[src/rtl/cyber_player_pkg.sv]
// Shared types and constants for the tug-of-war computer opponent.
package cyber_pkg;

  typedef enum logic [1:0] {
    S_WAIT = 2'd0,
    S_FIRE = 2'd1,
    S_DONE = 2'd2
  } cp_state_t;

  localparam int LFSR_TAP_A = 9;
  localparam int LFSR_TAP_B = 6;

endpackage

[src/rtl/lfsr10.sv]
// 10-bit XNOR Fibonacci LFSR; all-zero reset state is legal, 3FF is the unreachable lockup.
module lfsr10
  import cyber_pkg::*;
(
  input  logic       clk,
  input  logic       reset,
  input  logic       en,
  output logic [9:0] q
);

  logic [9:0] q_q;
  logic [9:0] q_d;

  // Next-state: shift left, feedback is the XNOR of the two taps.
  always_comb begin
    q_d = q_q;
    if (en) begin
      q_d = {q_q[8:0], ~(q_q[LFSR_TAP_A] ^ q_q[LFSR_TAP_B])};
    end else begin
      q_d = q_q;
    end
  end

  // State register with synchronous active-low reset.
  always_ff @(posedge clk) begin
    if (!reset) begin
      q_q <= 10'd0;
    end else begin
      q_q <= q_d;
    end
  end

  assign q = q_q;

endmodule

[src/rtl/cyber_player.sv]
// Computer opponent: one decision per tick, presses when SW beats the LFSR,
// freezes permanently (until reset) once the playfield reports a winner.
module cyber_player
  import cyber_pkg::*;
#(
  parameter int TICK_DIV = 4,
  parameter int LFSR_W   = 10
) (
  input  logic              clk,
  input  logic              reset,
  input  logic [LFSR_W-1:0] SW,
  input  logic [1:0]        winner,
  output logic              press,
  output logic [LFSR_W-1:0] lfsr_q
);

  localparam int CNT_W = $clog2(TICK_DIV);
  localparam logic [CNT_W-1:0] CNT_LAST = CNT_W'(TICK_DIV - 1);

  cp_state_t        state_q, state_d;
  logic [CNT_W-1:0] count_q, count_d;
  logic             press_q, press_d;
  logic             tick;
  logic             fire;
  logic             game_over;
  logic             lfsr_en;

  assign tick      = (count_q == CNT_LAST);
  assign fire      = (SW > lfsr_q);
  assign game_over = (winner != 2'b00);
  assign lfsr_en   = tick && (state_q != S_DONE);

  lfsr10 u_lfsr (
    .clk   (clk),
    .reset (reset),
    .en    (lfsr_en),
    .q     (lfsr_q)
  );

  // Tick divider; holds once the game is over so the frozen state is inspectable.
  always_comb begin
    count_d = count_q;
    if (state_q == S_DONE) begin
      count_d = count_q;
    end else if (tick) begin
      count_d = '0;
    end else begin
      count_d = count_q + CNT_W'(1);
    end
  end

  // Next-state logic; a winner takes priority over a firing tick.
  always_comb begin
    state_d = state_q;
    case (state_q)
      S_WAIT: begin
        if (game_over) begin
          state_d = S_DONE;
        end else if (tick && fire) begin
          state_d = S_FIRE;
        end else begin
          state_d = S_WAIT;
        end
      end
      S_FIRE: begin
        if (game_over) begin
          state_d = S_DONE;
        end else begin
          state_d = S_WAIT;
        end
      end
      S_DONE:  state_d = S_DONE;
      default: state_d = S_WAIT;
    endcase
    press_d = (state_d == S_FIRE);
  end

  // State, counter and press registers.
  always_ff @(posedge clk) begin
    if (!reset) begin
      state_q <= S_WAIT;
      count_q <= '0;
      press_q <= 1'b0;
    end else begin
      state_q <= state_d;
      count_q <= count_d;
      press_q <= press_d;
    end
  end

  assign press = press_q;

endmodule
[config.mk]
export PLATFORM = sky130hd
export DESIGN_NAME = cyber_player
export DESIGN_NICKNAME = d
export VERILOG_FILES = /design/src/rtl/cyber_player_pkg.sv /design/src/rtl/lfsr10.sv /design/src/rtl/cyber_player.sv
export SDC_FILE = /design/constraint.sdc
export NUM_CORES = 1
export LEC_CHECK = 0
export BUFFER_PORTS_ARGS = -buffer_cell sky130_fd_sc_hd__buf_2
export CORE_MARGIN = 2
export CORE_UTILIZATION = 25
export DETAILED_ROUTE_END_ITERATION = 16
export PLACE_DENSITY_LB_ADDON = 0.12
export REMOVE_ABC_BUFFERS = 1
export SYNTH_ARGS = -nofsm -noshare
export SYNTH_HDL_FRONTEND = slang
export SYNTH_SLANG_ARGS = --single-unit
[constraint.sdc]
create_clock -name clk -period 1.32 [get_ports clk]
set_input_delay 0.132 -clock clk [delete_from_list [all_inputs] [get_ports clk]]
set_output_delay 0.132 -clock clk [all_outputs]
set_load 0.02 [all_outputs]
==> flow_metrics.py, run 1 <==
metrics = {
    "final_layout": {
        "drive_gt1_share_pct": 48.92,
        "nets": 165,
        "final_common_cell": "buf_2",
        "layout_common_cells": "buf_2 (24), buf_4 (16), nand2_1 (11)",
        "fin_util_pct": 39.04,
        "antenna_cells": 0,
        "areaGrowthSynthToFinish_pct": 50.15,
        "layout.cells.non_filler": 185,
    },
    "min_path": {
        "hold_class": "in -> reg",
        "worstHoldPathCells": 2,
    },
    "floorplanning": {
        "num_rows": 21,
        "io_pins": 25,
        "fp.dieArea_mm2": 0.003929,
        "die_height_um": 62.68,
        "core_region_area_mm2": 0.003311,
        "dieWidth_um": 62.68,
        "floorplan.initialDensity_pct": 26.00,
    },
    "critical_path": {
        "r2r-end": "press$_SDFF_PN0_",
        "critical_path_buf_inv_count": 3,
        "path_depth": 7,
        "cp-startpoint": "u_lfsr.q[6]$_SDFFE_PN0P_",
        "path_common_cell": "inv_2",
        "critical_path_class": "reg -> reg",
        "worstPathRequired_ps": 1500,
        "arrival_ps": 1670,
        "critPathTopFamily": "compound AO/OA/AOI/OAI gates",
        "reg2reg_depth": 7,
        "endpoint": "press$_SDFF_PN0_",
        "critical_path.max_fanout": 3,
        "crit_path_end_kind": "register",
        "rrSetupSlack_ps": -180,
        "cp-start-kind": "register",
        "cp_cell_sequence": "inv_2 > ha_4 > nand4_1 > buf_4 > inv_2 > a2111oi_4 > a311oi_1",
        "cpPeakStageDelay_ps": 350,
        "reg2reg_from": "u_lfsr.q[6]$_SDFFE_PN0P_",
        "crit_slowest_cell": "dfxtp_2",
    },
    "yosys": {
        "synth_simple_gate_area_share_pct": 19.48,
        "ys.warnings.count": 0,
        "ys_types": 24,
        "synth-seq-cells": 15,
        "synth_xor_area_share_pct": 1.017,
        "synth_mux_area_share_pct": 3.488,
        "synth_top_area_share_pct": 34.88,
        "synth_area_leaders": "dfxtp_1 (35%), ha_1 (16%), a21boi_0 (7.8%), nand3_1 (5.2%), inv_1 (5.2%)",
        "syn_area_um2": 860.8,
        "netlist_instances": 98,
        "ys_seq_area_share_pct": 34.88,
        "synth_fa_ha_area_share_pct": 15.99,
        "syn_avg_cell_area_um2": 8.784,
        "synth_compound_area_share_pct": 18.02,
        "synth_top_family_by_area": "simple AND/OR/NAND/NOR gates",
        "synth_top_area_cell": "dfxtp_1",
    },
    "drt": {
        "drc": 0,
        "vias": 830,
        "antenna_left": 0,
        "viasPerCell": 4.486,
        "wirelength_um": 2215,
        "drt-pass1-iter-count": 4,
        "drt_iter0_drc": 30,
        "wire_per_inst_um": 11.97,
    },
    "placed_design": {
        "gp_congestion": 0.7200,
        "dp.cells": 179,
        "portBuffers": 24,
        "hpwl_um": 1661,
    },
    "grt": {
        "antenna_found_initial": 0,
        "grt_util_all_layers_pct": 11.44,
        "grt_first_pass_wirelength_um": 3574,
        "grt.overflow.total": 0,
        "grt_max_degree": 15,
        "grt_pass1_vias": 856,
    },
    "clock_network": {
        "path_clk_slew_ps": 100,
        "cts_tree": "yes",
        "numCtsBuffers": 3,
        "htree_levels": 1,
        "cts_sinks": 15,
        "ctsHoldBuffers": 0,
        "clk_path_buf_depth": 2,
        "insertion_delay_ps": 290,
        "cts-root-buf": "clkbuf_4",
    },
    "flow_run": {
        "maxCapViolations": 0,
    },
    "timing": {
        "worst_pin_slew_ps": 272.6,
        "finalClockSkew_ps": 5.788,
        "period_share_pct": 113.4,
        "grt_setup_unrepaired": "true",
        "worst_slack_ps": -176.9,
        "hold_viol_final": 0,
        "slew_violations": 0,
        "relSlewSlack_pct": 81.83,
        "finalSetupViolations": 2,
        "fmax_ghz": 0.6681,
        "final.setup.tns_ps": -343.1,
        "fin_crit_ps": 1497,
    },
    "pwr": {
        "finalPower_mw": 0.9021,
        "swShare_pct": 26.92,
        "netSwitchingPower_mw": 0.2429,
        "seq_power_share_pct": 52.0,
        "power.internal_mw": 0.6593,
        "p_comb_share_pct": 18.4,
        "ir_drop_mv": 0.6955,
        "power.density_mw_per_mm2": 698.0,
        "clkPwrFrac_pct": 29.6,
        "p_leak_nw": 0.5355,
    },
    "run_status": {
        "violations": "negative setup slack",
        "status": "complete, but fails checks",
    },
}
[registers in the layout (all words and copies together), names as in the netlist]
| name | cells |
|---|---|
| u_lfsr.q | 10 |
| press | 1 |
| count_q | 2 |
| state_q | 2 |
[power by group through the flow]
| stage | clock [mW] | combinational [mW] | sequential, mW |
|---|---|---|---|
| finish | 0.267 | 0.166 | 0.469 |
| global route | 0.292 | 0.182 | 0.471 |
| CTS | 0.279 | 0.154 | 0.469 |
| detailed placement | 0 | 0.132 | 0.480 |
| global placement | 0 | 0.128 | 0.480 |
| floorplan | 0 | 0.0748 | 0.480 |
[synth_stat cells]
cell	n
a2111oi_2	1
a211oi_2	2
mux2i_1	3
buf_2	1
o21ai_1	1
nand4_1	2
buf_4	1
o311a_1	1
ha_1	11
inv_1	12
o21ai_0	1
nand4_2	1
clkbuf_1	1
nor2b_1	3
a311oi_1	2
a21oi_1	2
a21boi_0	9
dfxtp_1	15
nand2_2	1
nand2b_1	2
nor2_1	5
xnor2_1	1
nand3_1	9
nand2_1	11
[layer usage]
layer / GRT usage [%] / up-vias / wire (um)
li1: - / 420 / -
met1: 12.54 / 389 / 910
met2: 20.16 / 17 / 1153
met3: 3.964 / 4 / 111
met4: 4.444 / 0 / 40
met5: 0 / - / 0
[how the worst min path moves through the flow]
stage	from	endpoint	slack [ps]
finish	winner[1]	state_q[1]$_SDFF_PN0_	110
global route	winner[1]	state_q[1]$_SDFF_PN0_	120
CTS	winner[1]	state_q[1]$_SDFF_PN0_	110
detailed placement	winner[1]	state_q[1]$_SDFF_PN0_	410
global placement	winner[0]	state_q[1]$_SDFF_PN0_	400
floorplan	reset	u_lfsr.q[0]$_SDFFE_PN0P_	260
[per-stage QoR]
stage | area (um2) | setup slack (ps) | hold slack [ps]
2_1_floorplan | 844.6 | -297.0 | 260.2
3_3_place_gp | 1127 | -211.7 | 397.1
3_5_place_dp | 1127 | -253.1 | 412.4
4_1_cts | 1250 | -157.9 | 105.7
5_1_grt | 1292 | -257.2 | 118.5
6_report | 1292 | -176.9 | 111.0
[layout make-up]
class | instances | area (um2)
Tap cell | 46 | 57.56
Fill cell | 364 | 2018
Clock inverter | 1 | 5.005
Inverter | 12 | 45.04
Sequential cell | 15 | 306.5
Multi-Input combinational cell | 68 | 615.6
Timing Repair Buffer | 40 | 240.2
Clock buffer | 3 | 22.52
[kinds of logic after synthesis]
logic type | count (synthesis)
AOI/OAI and AO/OA | 19
xor gates and xnor gates | 1
adders and majority gates | 11
buffers and inverters | 15
DFF | 15
muxes | 3
and+or+nand+nor | 34
[repair_timing]
item | in CTS | in global routing
setup buffers | 1 | 1
resized for setup | 17 | 4
cloned | 0 | 0
setup endpoints to repair | 2 | 2
pin swaps | 8 | 1
Power figures use the tool's default switching activity.
==> inputs of run 2 (changes only) <==
--- a/config.mk
+++ b/config.mk
@@ -13,4 +13,5 @@
 export REMOVE_ABC_BUFFERS = 1
 export SYNTH_ARGS = -nofsm -noshare
 export SYNTH_HDL_FRONTEND = slang
+export SYNTH_HIERARCHICAL = 1
 export SYNTH_SLANG_ARGS = --single-unit
==> flow_metrics.py, run 2 <==
metrics = {
    "run_status": {
        "status": "complete, but fails checks",
        "violations": "negative setup slack",
    },
    "min_path": {
        "worstHoldPathCells": 3,
        "hold_class": "in -> reg",
        "holdCritStartpoint": "winner[1]",
        "worstHoldEndpoint": "press$_SDFF_PN0_",
    },
    "critical_path": {
        "reg2reg_depth": 7,
        "cpPeakStageDelay_ps": 340,
        "worstPathRequired_ps": 1500,
        "cp_cell_sequence": "inv_2 > ha_4 > nand4_1 > buf_4 > nor3_4 > nor4_2 > o21a_1",
        "rrSetupSlack_ps": -50,
        "critical_path_buf_inv_count": 2,
        "cp-startpoint": "u_lfsr/q[3]$_SDFFE_PN0P_",
        "critPathTopFamily": "simple AND/OR/NAND/NOR gates",
        "r2r-end": "state_q[0]$_SDFF_PN0_",
        "arrival_ps": 1550,
        "crit_path_end_kind": "register",
        "reg2reg_from": "u_lfsr/q[3]$_SDFFE_PN0P_",
        "cp-start-kind": "register",
        "crit_slowest_cell": "dfxtp_2",
        "critical_path.max_fanout": 2,
        "critical_path_class": "reg -> reg",
    },
    "pwr": {
        "ir_drop_mv": 0.1862,
        "p_leak_nw": 0.5330,
        "power.density_mw_per_mm2": 705.7,
        "finalPower_mw": 0.8715,
    },
    "flow_run": {
        "maxCapViolations": 0,
    },
    "floorplanning": {
        "fp.dieArea_mm2": 0.003832,
        "dieWidth_um": 61.91,
        "io_pins": 25,
        "core_region_area_mm2": 0.003284,
        "floorplan.initialDensity_pct": 25.52,
        "die_height_um": 61.91,
        "num_rows": 21,
    },
    "timing": {
        "worst_pin_slew_ps": 286.6,
        "slew_violations": 0,
        "fmax_ghz": 0.7315,
        "period_share_pct": 103.6,
        "finalClockSkew_ps": 5.198,
        "fin_crit_ps": 1367,
        "grt_setup_unrepaired": "true",
        "worst_slack_ps": -47.00,
        "relSlewSlack_pct": 80.69,
        "hold_viol_final": 0,
        "finalSetupViolations": 2,
    },
    "yosys": {
        "synth.most_common_cell": "dfxtp_1",
        "syn_area_um2": 838.3,
        "ys_types": 24,
        "async_reset_ff_share_pct": 0,
        "synth_top_area_share_pct": 35.82,
        "synth_area_leaders": "dfxtp_1 (36%), ha_1 (16%), mux2i_1 (13%), nor2b_1 (9.0%), inv_1 (4.5%)",
        "netlist_instances": 88,
        "ys_seq_area_share_pct": 35.82,
        "ys.warnings.count": 6,
        "synth_edf_count": 0,
        "synth_top_area_cell": "dfxtp_1",
        "synth-seq-cells": 15,
        "syn_avg_cell_area_um2": 9.526,
        "ys.flop_type": "dfxtp_1",
        "synthTopCellsByCount": "dfxtp_1 (15), nor2b_1 (12), ha_1 (11), mux2i_1 (11), inv_1 (10)",
    },
    "final_layout": {
        "drive_gt1_share_pct": 48.46,
        "nets": 156,
        "final_common_cell": "buf_2",
        "fill_cells": 346,
        "layout.cells.non_filler": 176,
        "layout_common_cells": "buf_2 (24), buf_4 (16), nor2b_1 (12)",
        "largest_reg_flops": 10,
        "seq_area_um2": 311.5,
        "antenna_cells": 0,
        "areaGrowthSynthToFinish_pct": 47.31,
        "multi_input_area_um2": 561.8,
    },
    "clock_network": {
        "insertion_delay_ps": 280,
        "clk_path_buf_depth": 2,
        "cts-root-buf": "clkbuf_4",
        "numCtsBuffers": 3,
        "cts_sinks": 15,
        "path_clk_slew_ps": 90,
        "htree_levels": 1,
        "cts_tree": "yes",
        "ctsHoldBuffers": 0,
    },
    "drt": {
        "antenna_left": 0,
        "vias": 720,
        "wirelength_um": 1990,
        "viasPerCell": 4.091,
        "drt-pass1-iter-count": 2,
        "drc": 0,
        "drt_iter0_drc": 6,
        "wire_per_inst_um": 11.31,
    },
    "placed_design": {
        "post-place-ws_ps": -38.93,
        "hpwl_um": 1473,
        "portBuffers": 24,
        "dp.cells": 170,
        "gp_congestion": 0.7498,
    },
    "grt": {
        "grt_util_all_layers_pct": 11.17,
        "grt-busiest-layer": "met2",
        "grt_first_pass_wirelength_um": 2967,
        "use_met3_pct": 3.313,
        "grt.overflow.total": 0,
        "use_met2_pct": 17.14,
        "grt_pass1_vias": 681,
        "antenna_found_initial": 0,
        "grt_max_degree": 15,
        "met1_usage_pct": 13.89,
    },
}
==> run 2: kinds of logic (layout without fill, tap and decap cells) <==
kind of cell | Yosys count | count (layout) | share of synthesized area, %
DFF | 15 | 15 | 35.82
xor gates and xnor gates | 1 | 1 | 1.045
AOI/OAI and AO/OA | 11 | 11 | 8.508
adders and majority gates | 11 | 11 | 16.42
and+or+nand+nor | 27 | 27 | 18.81
buffers and inverters | 12 | 54 | 6.269
muxes | 11 | 11 | 13.13
==> run 2: metal layers <==
layer	part of all wire [%]	vias to the layer above	wire [um]
met4	0.95	0	19
met2	48	12	959
met3	4.0	2	79
li1	-	387	-
met1	47	319	932
met5	0	-	0
==> run 2: per-stage QoR <==
stage	instance area (um2)	setup TNS (ps)	hold slack, ps	utilization (%)
final	1235	-83.28	118.1	37.60
after CTS	1207	-58.84	104.4	36.76
after global routing	1235	-203.2	119.7	37.60
after floorplan	823.3	-170.0	260.2	-
after global placement	1106	-75.77	411.4	33.68
after detailed placement	1106	-66.88	421.9	33.68
==> run 2: worst register-to-register path: cells and delay by family (launching register included) <==
kind,cells,cell delay [ps]
simple gates,3,360
flops,1,340
fa+ha+maj,1,260
buf+inv,2,220
compound gates,1,100
==> run 2: worst max path at each step <==
stage,to,cells past startpoint
6_report,state_q[0]$_SDFF_PN0_,7
5_1_grt,state_q[0]$_SDFF_PN0_,7
4_1_cts,state_q[0]$_SDFF_PN0_,6
3_3_place_gp,press$_SDFF_PN0_,6
2_1_floorplan,press$_SDFF_PN0_,6
3_5_place_dp,state_q[0]$_SDFF_PN0_,6
==> run 2: final cells by class <==
type | count | area share (%)
tap | 46 | 4.661
multi-input combinational | 61 | 45.49
timing repair buffer | 40 | 19.45
clock buffer | 4 | 2.128
inverter | 10 | 3.040
sequential | 15 | 25.23
==> run 2: what timing repair did <==
action	4_1_cts	5_1_grt
hold endpoints to repair	0	0
setup endpoints to repair	2	10
buffers inserted	2	0
pin swaps	6	4
resized for setup	12	8
==> run 2: where the power goes <==
part / switching [mW] / total [mW] / leakage, nW / internal, mW
Clock: 0.153 / 0.270 / 0.0150 / 0.117
Sequential: 0.00704 / 0.470 / 0.126 / 0.463
Combinational: 0.0595 / 0.131 / 0.392 / 0.0715
Total: 0.220 / 0.872 / 0.533 / 0.652
==> inputs of run 3 (changes only) <==
==> constraint.sdc (replaced) <==
create_clock -name clk -period 1.75 [get_ports clk]
set_input_delay 0.175 -clock clk [delete_from_list [all_inputs] [get_ports clk]]
set_output_delay 0.175 -clock clk [all_outputs]
set_load 0.02 [all_outputs]
==> flow_metrics.py, run 3 (synthesis results as in run 2) <==
metrics = {
    "pwr": {
        "clkPwrFrac_pct": 31.7,
        "netSwitchingPower_mw": 0.1543,
        "finalPower_mw": 0.6318,
        "p_leak_nw": 0.4347,
        "power.internal_mw": 0.4775,
        "p_comb_share_pct": 12.3,
        "ir_drop_mv": 0.1771,
        "seq_power_share_pct": 56.1,
        "power.density_mw_per_mm2": 610.6,
        "swShare_pct": 24.43,
    },
    "clock_network": {
        "cts-root-buf": "clkbuf_4",
        "ctsHoldBuffers": 0,
        "cts_tree": "yes",
        "insertion_delay_ps": 280,
        "postCtsSetupBuffers": 0,
        "numCtsBuffers": 3,
        "path_clk_slew_ps": 90,
        "cts-resized-gates": 0,
        "cts_sinks": 15,
        "clk_path_buf_depth": 2,
        "htree_levels": 1,
    },
    "final_layout": {
        "drive_gt1_share_pct": 25.22,
        "seq_area_um2": 300.3,
        "layout.cells.non_filler": 161,
        "fill_cells": 365,
        "multi_input_area_um2": 485.5,
        "nets": 141,
        "antenna_cells": 0,
        "final_common_cell": "buf_2",
        "areaGrowthSynthToFinish_pct": 23.43,
        "largest_reg_flops": 10,
        "layout_common_cells": "buf_2 (24), dfxtp_1 (15), nor2b_1 (12)",
    },
    "drt": {
        "drc": 0,
        "drt_iter0_drc": 25,
        "antenna_left": 0,
        "vias": 670,
        "viasPerCell": 4.161,
        "wirelength_um": 1704,
        "wire_per_inst_um": 10.58,
        "drt-pass1-iter-count": 6,
    },
    "timing": {
        "fin_crit_ps": 1452,
        "grt_setup_unrepaired": "false",
        "finalClockSkew_ps": 3.277,
        "finalSetupViolations": 0,
        "hold_viol_final": 0,
        "period_share_pct": 82.95,
        "fmax_ghz": 0.6889,
        "worst_slack_ps": 298.4,
        "relSlewSlack_pct": 79.06,
        "worst_pin_slew_ps": 310.7,
        "slew_violations": 0,
        "final.setup.tns_ps": 0,
        "hold_ws_ps": 177.7,
    },
    "placed_design": {
        "hpwl_um": 1334,
        "gp_congestion": 0.7512,
        "dp.cells": 157,
        "post-place-ws_ps": 272.4,
        "portBuffers": 24,
    },
    "grt": {
        "grt.overflow.total": 0,
        "grt_util_all_layers_pct": 9.715,
        "use_met3_pct": 3.313,
        "use_met2_pct": 14.74,
        "grt_max_degree": 16,
        "met1_usage_pct": 12.38,
        "grt_first_pass_wirelength_um": 2649,
        "antenna_found_initial": 0,
        "grt-busiest-layer": "met2",
        "grt_pass1_vias": 598,
    },
    "floorplanning": {
        "die_height_um": 61.91,
        "dieWidth_um": 61.91,
        "io_pins": 25,
        "floorplan.initialDensity_pct": 25.52,
        "core_region_area_mm2": 0.003284,
        "num_rows": 21,
        "fp.dieArea_mm2": 0.003832,
    },
    "min_path": {
        "worstHoldEndpoint": "state_q[1]$_SDFF_PN0_",
        "holdCritStartpoint": "winner[1]",
        "worstHoldPathCells": 2,
        "hold_class": "in -> reg",
    },
    "flow_run": {
        "maxCapViolations": 0,
    },
    "critical_path": {
        "rrSetupSlack_ps": 300,
        "worstPathRequired_ps": 1930,
        "cp-startpoint": "u_lfsr/q[9]$_SDFFE_PN0P_",
        "cp-start-kind": "register",
        "reg2reg_depth": 6,
        "critical_path.max_fanout": 4,
        "r2r-end": "press$_SDFF_PN0_",
        "arrival_ps": 1630,
        "critical_path_class": "reg -> reg",
        "reg2reg_from": "u_lfsr/q[9]$_SDFFE_PN0P_",
        "crit_path_end_kind": "register",
    },
    "run_status": {
        "status": "finished, final reports clean",
    },
}
[run 3: cell count changes in the layout (fill, tap and decap cells not counted), sizes merged]
cell  delta
buf     -15
[run 3: worst max path at each step]
stage                                        to  depth (start not counted)
after floorplan                press$_SDFF_PN0_                          6
after global placement         press$_SDFF_PN0_                          6
after detailed placement       press$_SDFF_PN0_                          6
after CTS                      press$_SDFF_PN0_                          6
after global routing      state_q[0]$_SDFF_PN0_                          6
final                          press$_SDFF_PN0_                          6
[run 3: worst max-delay path, stage by stage (launching register included)]
cell	delay, ps
dfxtp_1	400
inv_1	60
ha_1	310
nand4_1	160
nor3_1	240
nor4_2	80
o21a_1	110
[run 3: power groups by stage]
stage	logic [mW]	clock network (mW)	registers (mW)
after floorplan	0.0463	0	0.362
after global placement	0.0769	0	0.362
after CTS	0.0788	0.212	0.354
final	0.0776	0.200	0.354
after detailed placement	0.0787	0	0.362
after global routing	0.0883	0.237	0.356
[run 3: layout make-up]
type,count,share of cell area (%)
tap,46,5.562
inverter,10,3.628
multi-input combinational,61,46.92
clock buffer,4,2.539
sequential,15,29.02
timing repair buffer,25,12.33
[run 3: metrics by stage]
step	cell area (um2)	util, %
final	1035	31.50
after global placement	1008	30.70
after CTS	1035	31.50
after detailed placement	1008	30.70
after floorplan	823.3	-
after global routing	1035	31.50
[run 3: metal layers]
metal / vias up / routed length, um
met4: 0 / 11
li1: 353 / -
met2: 12 / 761
met1: 303 / 845
met5: - / 0
met3: 2 / 86
